<file path="src/rtl/rr_bus_arbiter.sv">
// Bus arbiter granting one of NUM_REQ masters, round-robin or fixed priority,
// with optional locked bursts and a watchdog that forces a stuck owner off the bus.
module rr_bus_arbiter #(
    parameter int NUM_REQ   = 4,
    parameter int MODE      = 0,
    parameter int TIMEOUT   = 0,
    parameter int MAX_BURST = 0,
    parameter int IDX_W     = (NUM_REQ > 1) ? $clog2(NUM_REQ) : 1
) (
    input  logic               clk,
    input  logic               reset_n,
    input  logic [NUM_REQ-1:0] req,
    input  logic [NUM_REQ-1:0] lock,
    input  logic               done,
    output logic [NUM_REQ-1:0] grant,
    output logic [IDX_W-1:0]   grant_idx,
    output logic               grant_valid,
    output logic               timeout_err
);

    localparam int CNT_W   = (TIMEOUT > 1) ? $clog2(TIMEOUT) : 1;
    localparam int BURST_W = (MAX_BURST > 0) ? $clog2(MAX_BURST + 1) : 8;

    typedef enum logic [0:0] {StIdle, StBusy} state_e;

    state_e             state;
    logic [IDX_W-1:0]   last_idx;
    logic [CNT_W-1:0]   tmo_cnt;
    logic [BURST_W-1:0] burst_cnt;

    logic               owner_req;
    logic               owner_lock;
    logic               tmo_hit;
    logic               burst_ok;
    logic               keep;
    logic               rel;
    logic               take;
    logic               drop;
    logic [NUM_REQ-1:0] elig;
    logic [IDX_W-1:0]   start;
    logic               win_found;
    logic [IDX_W-1:0]   win_idx;
    logic [NUM_REQ-1:0] win_onehot;

    always_comb begin
        owner_req  = |(req & grant);
        owner_lock = |(lock & grant);
        tmo_hit    = (TIMEOUT > 0) && (state == StBusy) &&
                     (tmo_cnt == CNT_W'(TIMEOUT - 1)) && !done;
        burst_ok   = (MAX_BURST == 0) || (burst_cnt < BURST_W'(MAX_BURST));
        keep       = (state == StBusy) && done && owner_req && owner_lock && burst_ok;
        rel        = (state == StBusy) &&
                     (tmo_hit || (done && !keep) || (!done && !owner_req));
        // A timed-out owner may not win the arbitration that removes it.
        elig       = tmo_hit ? (req & ~grant) : req;
        if (MODE == 1 || last_idx == IDX_W'(NUM_REQ - 1)) begin
            start = '0;
        end else begin
            start = last_idx + 1'b1;
        end
    end

    // Two passes: indices at or above start first, then wrap to the bottom.
    always_comb begin
        win_found = 1'b0;
        win_idx   = '0;
        for (int i = 0; i < NUM_REQ; i++) begin
            if (!win_found && elig[i] && (IDX_W'(i) >= start)) begin
                win_found = 1'b1;
                win_idx   = IDX_W'(i);
            end
        end
        for (int i = 0; i < NUM_REQ; i++) begin
            if (!win_found && elig[i]) begin
                win_found = 1'b1;
                win_idx   = IDX_W'(i);
            end
        end
        win_onehot = {{(NUM_REQ - 1){1'b0}}, 1'b1} << win_idx;
        take       = win_found && ((state == StIdle) || rel);
        drop       = rel && !win_found;
    end

    always_ff @(posedge clk or negedge reset_n) begin
        if (!reset_n) begin
            state       <= StIdle;
            grant       <= '0;
            grant_idx   <= '0;
            grant_valid <= 1'b0;
            timeout_err <= 1'b0;
            last_idx    <= IDX_W'(NUM_REQ - 1);
            tmo_cnt     <= '0;
            burst_cnt   <= '0;
        end else begin
            timeout_err <= tmo_hit;
            if (take) begin
                state       <= StBusy;
                grant       <= win_onehot;
                grant_idx   <= win_idx;
                grant_valid <= 1'b1;
                last_idx    <= win_idx;
                tmo_cnt     <= '0;
                burst_cnt   <= '0;
            end else if (drop) begin
                state       <= StIdle;
                grant       <= '0;
                grant_idx   <= '0;
                grant_valid <= 1'b0;
                tmo_cnt     <= '0;
                burst_cnt   <= '0;
            end else if (state == StBusy) begin
                if (keep) begin
                    tmo_cnt <= '0;
                    if (burst_cnt != '1) begin
                        burst_cnt <= burst_cnt + 1'b1;
                    end
                end else if (TIMEOUT > 0 && tmo_cnt != '1) begin
                    tmo_cnt <= tmo_cnt + 1'b1;
                end
            end
        end
    end

endmodule
</file>
<file path="config.mk">
export PLATFORM = sky130hd
export DESIGN_NAME = rr_bus_arbiter
export DESIGN_NICKNAME = d
export VERILOG_FILES = /design/src/rtl/rr_bus_arbiter.sv
export SDC_FILE = /design/constraint.sdc
export NUM_CORES = 1
export LEC_CHECK = 0
export CAP_MARGIN = 10
export CORE_AREA = 2 2 39 41
export CTS_BUF_LIST = sky130_fd_sc_hd__clkbuf_4 sky130_fd_sc_hd__clkbuf_8
export DETAILED_ROUTE_END_ITERATION = 6
export DIE_AREA = 0 0 41 43
export PLACE_DENSITY = 0.81
export SLEW_MARGIN = 20
export SYNTH_ARGS = -nofsm -noshare
export SYNTH_HDL_FRONTEND = slang
export SYNTH_SLANG_ARGS = --single-unit
export TNS_END_PERCENT = 100
</file>
<file path="constraint.sdc">
create_clock -name clk -period 2.6 [get_ports clk]
set_input_delay 0.39 -clock clk [delete_from_list [all_inputs] [get_ports clk]]
set_output_delay 0.39 -clock clk [all_outputs]
set_load 0.1 [all_outputs]
</file>
==> metrics.yaml <==
sta:
  grt_setup_unrepaired: "false"
  slew_violations: 0
  finalHoldViolCount: 0
  fin_setup_tns_ns: 0
  final_period_util_pct: 66.73
  fin_skew_ns: 0.004775
  final.min_clock_period_ns: 1.735
  max_freq_mhz: 576.4
  hold_slack_ns: 0.4222
  setup_viol_count_final: 0
worst_setup_path:
  cp_arrival_ns: 1.88
  endpoint: "grant[3]"
  worst_ep_required_time_ns: 2.75
  crit_cells: 4
  worst_setup_path_end_kind: "register"
  critical_path.reg2reg.endpoint: "grant[3]"
  worst-path-max-fanout: 7
  worst_r2r_path_depth: 4
  critical_path.n_buffers_inverters: 1
  cp_cell_sequence: "clkdlybuf4s50_1, or4_4, o22a_4, o32ai_1"
  worstSetupStartpoint: "req[1]"
  cp_slowest_cell: "or4_4"
  r2r_start: "last_idx[0]"
  critPathLaunchType: "primary input"
  worst_reg_to_reg_setup_slack_ns: 0.87
  worstSetupPathType: "in2reg"
  slowest_delay_ns: 0.60
  critPathTopFamily: "simple AND/OR/NAND/NOR gates"
floorplan:
  core_region_area_um2: 1384
  ios: 19
  placement_rows: 14
  chipHeight_um: 43
  die_x_um: 41
  fp.dieArea_um2: 1763
  start_util_pct: 36.17
run_status:
  run_status: "complete, no violations"
yosys:
  dominantRegCellSynth: "dfrtp_1"
  synth_cells: 48
  yosys-mux-area-fraction_pct: 0
  avgSynthCellArea_um2: 10.43
  synth.most_common_cell: "inv_1"
  mappedNetlistArea_um2: 500.5
  synthXorXnorAreaFrac_pct: 0
  post-synth-top-area-fraction_pct: 35.00
  ys_seq_elements: 9
  basic_gate_share_of_the_synthesized_area_counting_and_or_nand_and_nor_cells_pct: 7.000
  largest_family_of_logic_cells_by_synthesized_area: "compound AO/OA/AOI/OAI gates"
  yosys_warnings: 0
  yosysUniqueCellTypes: 23
  synth.largest_area_cell: "dfrtp_1"
  syn-num-nets: 61
  post_synthesis_async_set_or_reset_flop_share_pct: 100.0
  synthTopCellsByArea: "dfrtp_1, dfstp_2, o32ai_1"
  number_of_flops_mapped_to_enable_cells_by_yosys: 0
  netlist_top_cells_count: "inv_1, dfrtp_1, o32ai_1"
  adder_and_majority_gate_portion_of_the_synthesized_area_pct: 5.000
  synth_area_in_compound_gates_pct: 34.25
  seq_area_frac_synth_pct: 45.50
routing:
  postRouteWirelength_um: 1122
  viasPerCell: 5.571
  detail_route.first_pass.iterations: 4
  first_iter_violations: 8
  route.detailed.wl_per_inst_um: 13.36
  drc: 0
  route.antenna.remaining_nets: 0
  dr_total_vias: 468
clock_network:
  cts_tree: "yes"
  cts_hold_buffers: 0
  cts.root.buffer_cell: "clkbuf_4"
  cts.clk_slew.worst_paths_ns: 0.06
  postCtsResizedCells: 0
  cts_buffers: 3
  clock_sinks: 9
  postCtsSetupBuffers: 0
  cts-htree-levels: 1
  clock_latency_ns: 0.26
  clock_path_buffers: 2
place:
  place_hpwl_um: 888.1
  io_port_bufs: 17
  place.gp.congestion: 0.7640
finish:
  area_occupied_by_multi_input_gates_um2: 235.2
  nNetsFinal: 82
  final_util_pct: 50.27
  antenna-diode-count: 0
  layout-drive-gt1-share_pct: 22.06
  area_growth_syn_to_layout_pct: 39.00
  final.fill_count: 143
  register_area_um2: 227.7
global_routing:
  overall_global_routing_usage_pct: 16.73
  grt_max_degree: 10
  first_global_vias: 475
  globalRouteOverflowTotal: 0
  grt_first_pass_wirelength_um: 2007
  antenna_found_initial: 0
min_path:
  hold_path_class: "in2async"
flow_run:
  cap_violations: 0
## state kept, by name, indices dropped and copies added (netlist names)
register	count
last_idx	2
grant	4
state	1
grant_idx	2
## cells in the final DEF (no fill, tap or decap)
cell             netlist  routed
dfstp_2                2       2
o21ai_0                1       1
a221oi_1               1       1
clkdlybuf4s50_1        0      10
inv_1                  8       8
dfrtp_1                7       7
a22o_1                 3       3
a22oi_1                1       1
clkbuf_4               0       4
a221o_1                1       1
o22ai_1                3       3
o22a_4                 1       1
conb_1                 1       1
ha_1                   2       2
o21ai_1                2       2
a222oi_1               1       1
nand2_1                2       2
or4_4                  1       1
nor2b_1                1       1
o2bb2ai_1              2       2
o32ai_1                4       4
buf_4                  1       7
and3_1                 1       1
nor2_1                 1       1
a21oi_1                1       1
## worst min path at each step
| stage | slack, ns | from | to |
|---|---|---|---|
| floorplan | 0.09 | reset_n | grant[0] |
| global placement | 0.49 | last_idx[0] | last_idx[0] |
| detailed placement | 0.49 | last_idx[1] | last_idx[1] |
| CTS | 0.43 | reset_n | state |
| global route | 0.44 | reset_n | state |
| finish | 0.42 | reset_n | state |
## through the flow
step                      cell area (um^2)  cells  setup slack, ns
after detailed placement             665.6     80           0.6139
after CTS                            695.7     84           0.8707
after floorplan                      500.5     48           0.7039
after global placement               665.6     80           0.6181
after global routing                 695.7     84           0.7644
final                                695.7     84           0.8651
## final cells by class
class,instances,share of cell area (%)
Timing Repair Buffer,17,21.94
Clock buffer,4,4.317
Multi-Input combinational cell,30,33.81
Inverter,8,4.317
Tap cell,16,2.878
Sequential cell,9,32.73
## layer usage
metal	global-route usage (%)	wire length (um)	vias up	part of all wire, %
met2	25.00	581	13	52
met5	0	0	-	0
met3	3.141	51	0	4.5
met1	22.37	489	230	44
li1	-	-	225	-
met4	8.000	0	0	0
## kinds of logic (layout without fill, tap and decap cells)
group | after synthesis | in the layout
and+or+nand+nor | 6 | 6
buffers and inverters | 9 | 29
other | 1 | 1
DFF | 9 | 9
AOI/OAI and AO/OA | 21 | 21
adders and majority gates | 2 | 2
Power is left out: the tool's default activity adds up to more than one toggle a clock period on the data nets, which glitch-free logic cannot reach.
